==> src/rtl/frac_div_pkg.sv <==
// Shared definitions for the half-integer clock divider controller:
// state encoding, default ratio limits and the MUL_2 range check.
package frac_div_pkg;

   localparam int unsigned CNT_W_DEF    = 5;
   localparam int unsigned MUL2_MIN_DEF = 3;   // ratio 1.5
   localparam int unsigned MUL2_MAX_DEF = 31;  // must fit in CNT_W bits
   localparam int unsigned MUL2_RST_DEF = 9;   // ratio 4.5

   typedef enum logic [1:0] {
      ST_IDLE  = 2'd0,
      ST_RUN   = 2'd1,
      ST_PEND  = 2'd2,
      ST_DRAIN = 2'd3
   } state_e;

   // True when v lies within [lo, hi].
   function automatic logic is_legal_mul2(input int unsigned v,
                                          input int unsigned lo,
                                          input int unsigned hi);
      return (v >= lo) && (v <= hi);
   endfunction

endpackage

==> src/rtl/frac_div_phase_cnt.sv <==
// Modulo-mod_i phase counter that mirrors the divider's internal count.
// Clears to 0 on clr_i, counts 0..mod_i-1 while en_i is high.
module frac_div_phase_cnt #(
   parameter int unsigned CNT_W = 5
) (
   input  logic             clk_i,
   input  logic             rst_i,
   input  logic             clr_i,
   input  logic             en_i,
   input  logic [CNT_W-1:0] mod_i,
   output logic [CNT_W-1:0] phase_o,
   output logic             wrap_o
);

   logic [CNT_W-1:0] phase_q;

   assign wrap_o  = (phase_q == (mod_i - CNT_W'(1)));
   assign phase_o = phase_q;

   // Phase register: clear, or advance and fold back to 0 on wrap.
   always_ff @(posedge clk_i) begin
      if (rst_i || clr_i) begin
         phase_q <= '0;
      end else if (en_i) begin
         phase_q <= wrap_o ? '0 : phase_q + CNT_W'(1);
      end
   end

endmodule

==> src/rtl/frac_div_ctrl.sv <==
// Sequencing/configuration controller for the half-integer clock divider.
// Owns the run enable and the active MUL_2 ratio; ratio changes and
// disables are only committed at a divided-period boundary (wrap).
module frac_div_ctrl #(
   parameter int unsigned CNT_W    = frac_div_pkg::CNT_W_DEF,
   parameter int unsigned MUL2_MIN = frac_div_pkg::MUL2_MIN_DEF,
   parameter int unsigned MUL2_MAX = frac_div_pkg::MUL2_MAX_DEF,
   parameter int unsigned MUL2_RST = frac_div_pkg::MUL2_RST_DEF
) (
   input  logic             clk,
   input  logic             rst,
   input  logic             en_req,
   input  logic             cfg_valid,
   input  logic [CNT_W-1:0] cfg_mul2,
   output logic             cfg_ready,
   output logic             cfg_err,
   output logic             div_run,
   output logic             div_load,
   output logic [CNT_W-1:0] div_mul2,
   output logic [CNT_W-1:0] phase,
   output logic             wrap,
   output logic [1:0]       state_o
);

   import frac_div_pkg::*;

   state_e           state_q, state_d;
   logic [CNT_W-1:0] mul2_q, mul2_d;
   logic [CNT_W-1:0] pend_q, pend_d;
   logic             load_q, load_d;
   logic             err_q, err_d;

   logic             idle;
   logic             ready;
   logic             hs;
   logic             legal;
   logic             cnt_wrap;
   logic             wrap_w;
   logic [CNT_W-1:0] phase_w;

   assign idle  = (state_q == ST_IDLE);
   assign ready = (state_q == ST_IDLE) || (state_q == ST_RUN);
   assign hs    = cfg_valid & ready;
   assign legal = is_legal_mul2(32'(cfg_mul2), MUL2_MIN, MUL2_MAX);
   // The raw decode is meaningless while the counter is parked in IDLE.
   assign wrap_w = cnt_wrap & ~idle;

   frac_div_phase_cnt #(
      .CNT_W (CNT_W)
   ) u_phase_cnt (
      .clk_i   (clk),
      .rst_i   (rst),
      .clr_i   (idle),
      .en_i    (~idle),
      .mod_i   (mul2_q),
      .phase_o (phase_w),
      .wrap_o  (cnt_wrap)
   );

   // Next-state and config-register update rules.
   always_comb begin
      state_d = state_q;
      mul2_d  = mul2_q;
      pend_d  = pend_q;
      load_d  = 1'b0;
      err_d   = hs & ~legal;
      unique case (state_q)
         ST_IDLE: begin
            if (hs && legal) begin
               mul2_d = cfg_mul2;
               load_d = 1'b1;
            end
            if (en_req) state_d = ST_RUN;
         end
         ST_RUN: begin
            // A legal offer beats a disable; en_req is re-examined at the wrap.
            if (hs && legal) begin
               pend_d  = cfg_mul2;
               state_d = ST_PEND;
            end else if (!en_req) begin
               state_d = ST_DRAIN;
            end
         end
         ST_PEND: begin
            if (wrap_w) begin
               mul2_d  = pend_q;
               load_d  = 1'b1;
               state_d = en_req ? ST_RUN : ST_IDLE;
            end
         end
         ST_DRAIN: begin
            if (en_req)      state_d = ST_RUN;
            else if (wrap_w) state_d = ST_IDLE;
         end
         default: state_d = ST_IDLE;
      endcase
   end

   // FSM state, active ratio, pending ratio and the one-cycle pulses.
   always_ff @(posedge clk) begin
      if (rst) begin
         state_q <= ST_IDLE;
         mul2_q  <= CNT_W'(MUL2_RST);
         pend_q  <= '0;
         load_q  <= 1'b0;
         err_q   <= 1'b0;
      end else begin
         state_q <= state_d;
         mul2_q  <= mul2_d;
         pend_q  <= pend_d;
         load_q  <= load_d;
         err_q   <= err_d;
      end
   end

   assign cfg_ready = ready;
   assign cfg_err   = err_q;
   assign div_run   = ~idle;
   assign div_load  = load_q;
   assign div_mul2  = mul2_q;
   assign phase     = phase_w;
   assign wrap      = wrap_w;
   assign state_o   = state_q;

endmodule

==> config.mk <==
export PLATFORM = sky130hd
export DESIGN_NAME = frac_div_ctrl
export DESIGN_NICKNAME = d
export VERILOG_FILES = /design/src/rtl/frac_div_pkg.sv /design/src/rtl/frac_div_phase_cnt.sv /design/src/rtl/frac_div_ctrl.sv
export SDC_FILE = /design/constraint.sdc
export NUM_CORES = 1
export LEC_CHECK = 0
export ABC_AREA = 1
export BUFFER_PORTS_ARGS = -buffer_cell sky130_fd_sc_hd__buf_2
export CAP_MARGIN = 20
export CORE_MARGIN = 5
export CORE_UTILIZATION = 52
export CTS_CLUSTER_DIAMETER = 80
export CTS_CLUSTER_SIZE = 16
export DETAILED_ROUTE_END_ITERATION = 8
export MAX_ROUTING_LAYER = met4
export PLACE_DENSITY = 0.77
export SYNTH_ARGS = -nofsm -noshare
export SYNTH_HDL_FRONTEND = slang
export SYNTH_HIERARCHICAL = 1
export SYNTH_SLANG_ARGS = --single-unit
export TNS_END_PERCENT = 100
==> constraint.sdc <==
create_clock -name clk -period 2.2 [get_ports clk]
set_clock_uncertainty 0.1 [all_clocks]
set_input_delay 0.33 -clock clk [delete_from_list [all_inputs] [get_ports clk]]
set_output_delay 0.33 -clock clk [all_outputs]
set_load 0.05 [all_outputs]
==> run metrics, run 1 <==
status=complete, no violations; Rows=17; crit start category=flop; first-pass GRT wire length=roughly 4500 um; CTS Buf Count=3; CTS tree=done; slew margin rel.=about 70%; switching pwr=roughly 900 uW; H-tree levels=1; Total GRT Usage=17.4%; Internal Power=roughly 830 uW; hold slack=around 0.22 ns; setup ws final=around 0.063 ns; pwr dens=between 1000 and 1500 mW/mm^2; post-synthesis instance total=around 180; worst r2r dst=div_mul2[1]; insertion delay to the later sink of the worst-skew pair=about 0.29 ns; initial antenna violation count=0; FF-to-FF path depth=14; drt wl/cell=between 10 and 15 um; Seq cells post-synth=19; # port buffers=25; DRT antenna net count=0; sequential cell area fraction in the yosys report=33.0%; Setup WS pre-CTS=0.100 ns; Filler Cells Inserted=204; die height=about 57 um; min cycle time layout=approximately 2.1 ns; sequential power share=28.1%; Comb pwr share=between 60% and 70%; Hold Path Class=primary input to flop; Pins Over Slew Limit=0; Die W=about 57 um; post-DP HPWL=roughly 2000 um; CP Capture Type=primary output; Core ar.=between 0.002 and 0.0025 mm^2; vias in the first global route=roughly 1100; reg2reg start=div_mul2[0]; yosys warns=6; area delta synth->final=23.6%; Nets=roughly 220; Tot Pwr=approximately 1700 uW; Synth top area share=approximately 33%; endpoints failing hold=0; top post-synthesis cells by area=dfxtp_1 (33%), nand2_1 (17%), inv_1 (8.5%), nand3_1 (7.8%), o21ai_0 (4.8%); mapped cell area=between 0.001 and 0.0015 mm^2; Clock power frac=10.0%; Worst EP required=1.77 ns; fmax=0.468 GHz; largest net degree at the start of global routing=12; share of layout cells above drive strength 1=34.1%; library cells used by synthesis=24; footprint of the multi-input gates=around 650 um^2; Net Count, Synth=187; CTS Hold Buffers Added=0; Starting Density=between 50% and 60%; Routability Congestion=about 0.87; R2R Setup Slk=about 0.21 ns; Min-Delay Startpoint=rst; Sink Count=19; grt total ovfl=0; RSZ-0062 raised after global routing=true; final wirelength=2650 um; die area=between 0.003 and 0.004 mm^2; Crit path arrival time=approximately 1.7 ns; Reg clk slew, reported paths=0.11 ns; DRC violation count after routing=0; sw frac=52.3%; I/O pin count=26; Ant. Diodes=0; Pre-antenna DRT Iters=4; clock buffer depth=2; via count=approximately 1200; period utilisation layout=97.2%; critical path fanouts, max=3; clock root cell=clkbuf_4; Initial DRC Count=11; setup TNS=0 ns; utilization after layout=between 60% and 70%; critical path type=flop to primary output; register area=~380 um^2; Worst VDD drop=0.000980 V; total of max-cap violations=0; leak pwr=between 0.0007 and 0.0008 uW; biggest area consumer among synthesized cells=dfxtp_1; vias per cell=5.00; crit path from=div_mul2[0]; final setup fails=0; Avg Cell Area, Syn=6.55 um^2; Worst Tran Pin Value=between 0.4 and 0.5 ns; worst setup path endpoint=wrap
flip-flops by register name (all words and copies together) (netlist names):
name                 flops
div_mul2                 5
u_phase_cnt/phase_o      5
pend_q                   5
div_load                 1
state_o                  2
cfg_err                  1
placed cells by master (no fill, tap or decap), types with 8 or more instances in the layout:
cell type	count
o21ai_0	11
buf_4	8
inv_2	10
nand2_1	50
dfxtp_1	17
inv_1	22
nor2_1	8
nand3_1	18
a21oi_1	8
buf_2	24
cell type report:
cell class / instances / area share [%]
tap: 28 / 2.46
clock buffer: 3 / 1.58
multi-input combinational: 121 / 45.8
timing repair buffer: 33 / 13.7
clock inverter: 1 / 0.351
inverter: 34 / 9.30
sequential: 19 / 26.8
timing repair:
action | 4_1_cts | 5_1_grt
setup buffers | 4 | 4
gates resized for setup | 6 | 6
cloned | 0 | 0
pin swaps | 2 | 6
endpoints found under the hold margin | 0 | 0
setup endpoints to repair | 1 | 1
power by group through the flow:
stage          sequential [uW]  combinational (uW)  clock, uW
3_3_place_gp               496                 907          0
3_5_place_dp               500                 925          0
5_1_grt                    502                1190        208
4_1_cts                    489                 991        189
2_1_floorplan              646                 612          0
6_report                   490                1080        176
kinds of logic (layout without fill, tap and decap cells):
logic type	Yosys count	count (layout)	synth area share (%)
AOI/OAI and AO/OA	24	24	12.0
adders and majority gates	2	2	2.17
buffers and inverters	36	71	12.8
DFF	19	19	33.0
and+or+nand+nor	95	95	40.0
worst max-delay path: stages (launching register included):
cell and delay (ns):
dfxtp_2 0.35, inv_2 0.05, ha_4 0.27, nand2_2 0.04, nand2_1 0.09, nand2_2 0.06
nor2_2 0.11, nand3_2 0.09, inv_2 0.07, inv_2 0.05, nor2_4 0.08, buf_8 0.15
cells in the mapped netlist (all sizes together):
cell / n
nand4: 1
dfxtp: 19
inv: 34
nand3b: 1
o21ai: 11
nor4: 1
nand2: 55
clkbuf: 1
ha: 2
a21oi: 13
nor3: 2
nand3: 23
buf: 1
nor2: 12
routing by layer:
metal	vias to the layer above	routed length (um)	GRT usage (%)
met5	-	0	-
met4	0	51	7.28
met3	4	96	2.26
met2	23	1380	31.3
met1	544	1120	19.1
li1	623	-	-
how the worst min path moves through the flow:
stage                  end  slack [ns]  cells past startpoint
2_1_floorplan    pend_q[0]        0.32                      2
3_3_place_gp     pend_q[0]        0.33                      2
3_5_place_dp     pend_q[3]        0.35                      2
4_1_cts        div_mul2[1]        0.19                      2
5_1_grt        div_mul2[1]        0.20                      2
6_report       div_mul2[1]        0.22                      2
metrics by stage:
| step | instances | area, um^2 |
|---|---|---|
| finish | 239 | 1430 |
| global route | 239 | 1430 |
| CTS | 235 | 1380 |
| detailed placement | 227 | 1310 |
| global placement | 227 | 1310 |
| floorplan | 176 | 1160 |
Note: power is estimated with default switching activity, not from simulation.
==> run 2: changes to the inputs <==
--- a/config.mk
+++ b/config.mk
@@ -8,13 +8,15 @@
 export ABC_AREA = 1
 export BUFFER_PORTS_ARGS = -buffer_cell sky130_fd_sc_hd__buf_2
 export CAP_MARGIN = 20
+export CELL_PAD_IN_SITES_DETAIL_PLACEMENT = 0
+export CELL_PAD_IN_SITES_GLOBAL_PLACEMENT = 1
 export CORE_MARGIN = 5
-export CORE_UTILIZATION = 52
+export CORE_UTILIZATION = 36
 export CTS_CLUSTER_DIAMETER = 80
 export CTS_CLUSTER_SIZE = 16
 export DETAILED_ROUTE_END_ITERATION = 8
 export MAX_ROUTING_LAYER = met4
-export PLACE_DENSITY = 0.77
+export PLACE_DENSITY_LB_ADDON = 0.1
 export SYNTH_ARGS = -nofsm -noshare
 export SYNTH_HDL_FRONTEND = slang
 export SYNTH_HIERARCHICAL = 1
==> run metrics, run 2 (same netlist as run 1, synthesis figures left out) <==
Post-Layout Inst Area=0.00143 mm^2 (+0.26%); critical path's slowest cell=dfxtp_2; vias per cell=4.57 (-8.4%); Reg clk slew, reported paths=0.11 ns (about the same); min cycle time layout=2.09 ns (-0.0482 ns); Tot Pwr=1700 uW (-2.8%); vias in the first global route=1119 (-1.1%); sw frac=52.1% (-0.25 points); Comb pwr share=61.0% (-0.9 points); Core ar.=0.00305 mm^2 (+41%); final wirelength=2630 um (-0.68%); crit start category=flop; Cell Area, Placed=0.00133 mm^2 (+1.5%); CTS Buf Count=3 (unchanged); Worst VDD drop=0.000530 V (-46%); Internal Power=814 uW (-2.3%); grt total ovfl=0 (unchanged); DRT antenna net count=0 (unchanged); CTS tree=done; area delta synth->final=24.0%; insertion delay to the later sink of the worst-skew pair=0.29 ns (about the same); Sink Count=19 (unchanged); Ant. Diodes=0 (unchanged); Min-Delay Startpoint=cfg_mul2[2]; fmax=0.479 GHz (+2.3%); Crit path top cell by count=inv_2; H-tree levels=1 (unchanged); critical path type=flop to primary output; crit path from=div_mul2[0]; status=complete, no violations; largest stage delay on the critical path=0.35 ns (about the same); most common cell after layout, fill and taps aside=nand2_1; Clock power frac=10.2% (+0.2 points); Crit path arrival time=1.66 ns (-0.05 ns); via count=1162 (-2.7%); DRC violation count after routing=0 (unchanged); CTS Hold Buffers Added=0 (unchanged); Filler Cells Inserted=354 (+74%); Routability Congestion=0.828 (-4.8%); post-DP HPWL=2080 um (+7.1%); # port buffers=25 (unchanged); commonest cells after routing, fill and taps aside=nand2_1 (52), buf_2 (24), inv_1 (22); Pins Over Slew Limit=0 (unchanged); Nets=222 (-0.45%); Die W=66.6 um (+17%); I/O pin count=26 (unchanged); reg2reg start=div_mul2[0]; Hold Path Class=primary input to flop; Pre-antenna DRT Iters=4 (unchanged); die height=66.6 um (+17%); drt wl/cell=10.4 um (-6.5%); Rows=20 (+3); leak pwr=0.000706 uW (-0.83%); critical path fanouts, max=2 (-1); clock buffer depth=2 (unchanged); CP cell instances=inv_2, ha_4, inv_2, nand2_1, nand2_1, nand2_1, nor2_1, nand3_2, inv_2, inv_2, nor2_4, buf_8; Initial DRC Count=50 (+39); die area=0.00444 mm^2 (+36%); sequential power share=28.8% (+0.7 points); CP Capture Type=primary output; first-pass GRT wire length=4640 um (+2.7%); Worst Tran Pin Value=0.422 ns (-0.0204 ns); initial antenna violation count=0 (unchanged); Starting Density=37.8% (-15 points); Total GRT Usage=13.7% (-3.7 points); share of layout cells above drive strength 1=31.9% (-2.2 points); final setup fails=0 (unchanged); RSZ-0062 raised after global routing=true; pwr dens=1190 mW/mm^2 (-3.1%); clock root cell=clkbuf_4; switching pwr=884 uW (-3.3%); Worst EP required=1.77 ns (about the same); total of max-cap violations=0 (unchanged); endpoints failing hold=0 (unchanged); slew margin rel.=71.8% (+1.4 points); period utilisation layout=95.0% (-2.2 points); largest net degree at the start of global routing=11 (-1)
-- run 2: cell count changes in the layout (fill, tap and decap cells not counted), sizes merged --
cell / delta
buf: -1
clkbuf: +1
clkinv: -1
-- run 2: area by class of cell --
class	count	area, um^2	area share [%]
timing repair buffer	32	188	13.1
tap	44	55.1	3.85
multi-input combinational	121	646	45.1
sequential	19	383	26.8
clock buffer	4	26.3	1.84
inverter	34	133	9.27
-- run 2: final timing paths --
path / to / slack (ns) / depth (start not counted)
worst max-delay path: wrap / 0.11 / 12
worst min-delay path: pend_q[2] / 0.22 / 3
worst max register to register: div_mul2[1] / 0.25 / 15
worst min register to register: pend_q[1] / 0.35 / 2
-- run 2: critical path: cells and delay by family, from the launching register on --
kind | cells | cell delay (ns)
fa+ha+maj | 1 | 0.23
buf+inv | 5 | 0.36
flops | 1 | 0.35
simple gates | 6 | 0.44
-- run 2: power groups by stage --
| stage | clock [uW] | combinational [uW] | sequential [uW] |
|---|---|---|---|
| 6_report | 173 | 1030 | 489 |
| 5_1_grt | 206 | 1150 | 502 |
| 4_1_cts | 180 | 985 | 489 |
| 3_5_place_dp | 0 | 927 | 502 |
| 3_3_place_gp | 0 | 925 | 497 |
| 2_1_floorplan | 0 | 612 | 646 |
-- run 2: through the flow --
step | cells | utilization (%) | hold slack (ns) | setup TNS [ns] | setup slack [ns]
final | 254 | 46.8 | 0.224 | 0 | 0.111
after global routing | 254 | 46.8 | 0.230 | -0.0428 | -0.0428
after CTS | 251 | 45.7 | 0.217 | 0 | 0.00388
after detailed placement | 243 | 43.5 | 0.341 | 0 | 0.0788
after global placement | 243 | 43.5 | 0.336 | 0 | 0.138
after floorplan | 176 | - | 0.325 | 0 | 0.0273
-- run 2: routing by layer --
| layer | routed length [um] | vias to the layer above | global-route usage (%) |
|---|---|---|---|
| li1 | - | 622 | - |
| met1 | 1190 | 518 | 15.5 |
| met2 | 1300 | 18 | 24.1 |
| met3 | 110 | 4 | 3.04 |
| met4 | 34 | 0 | 4.06 |
| met5 | 0 | - | - |
-- run 2: repair_timing --
action,in CTS,in global routing
resized for setup,4,5
buffers inserted,4,3
setup endpoints to repair,1,1
pin swaps,1,3
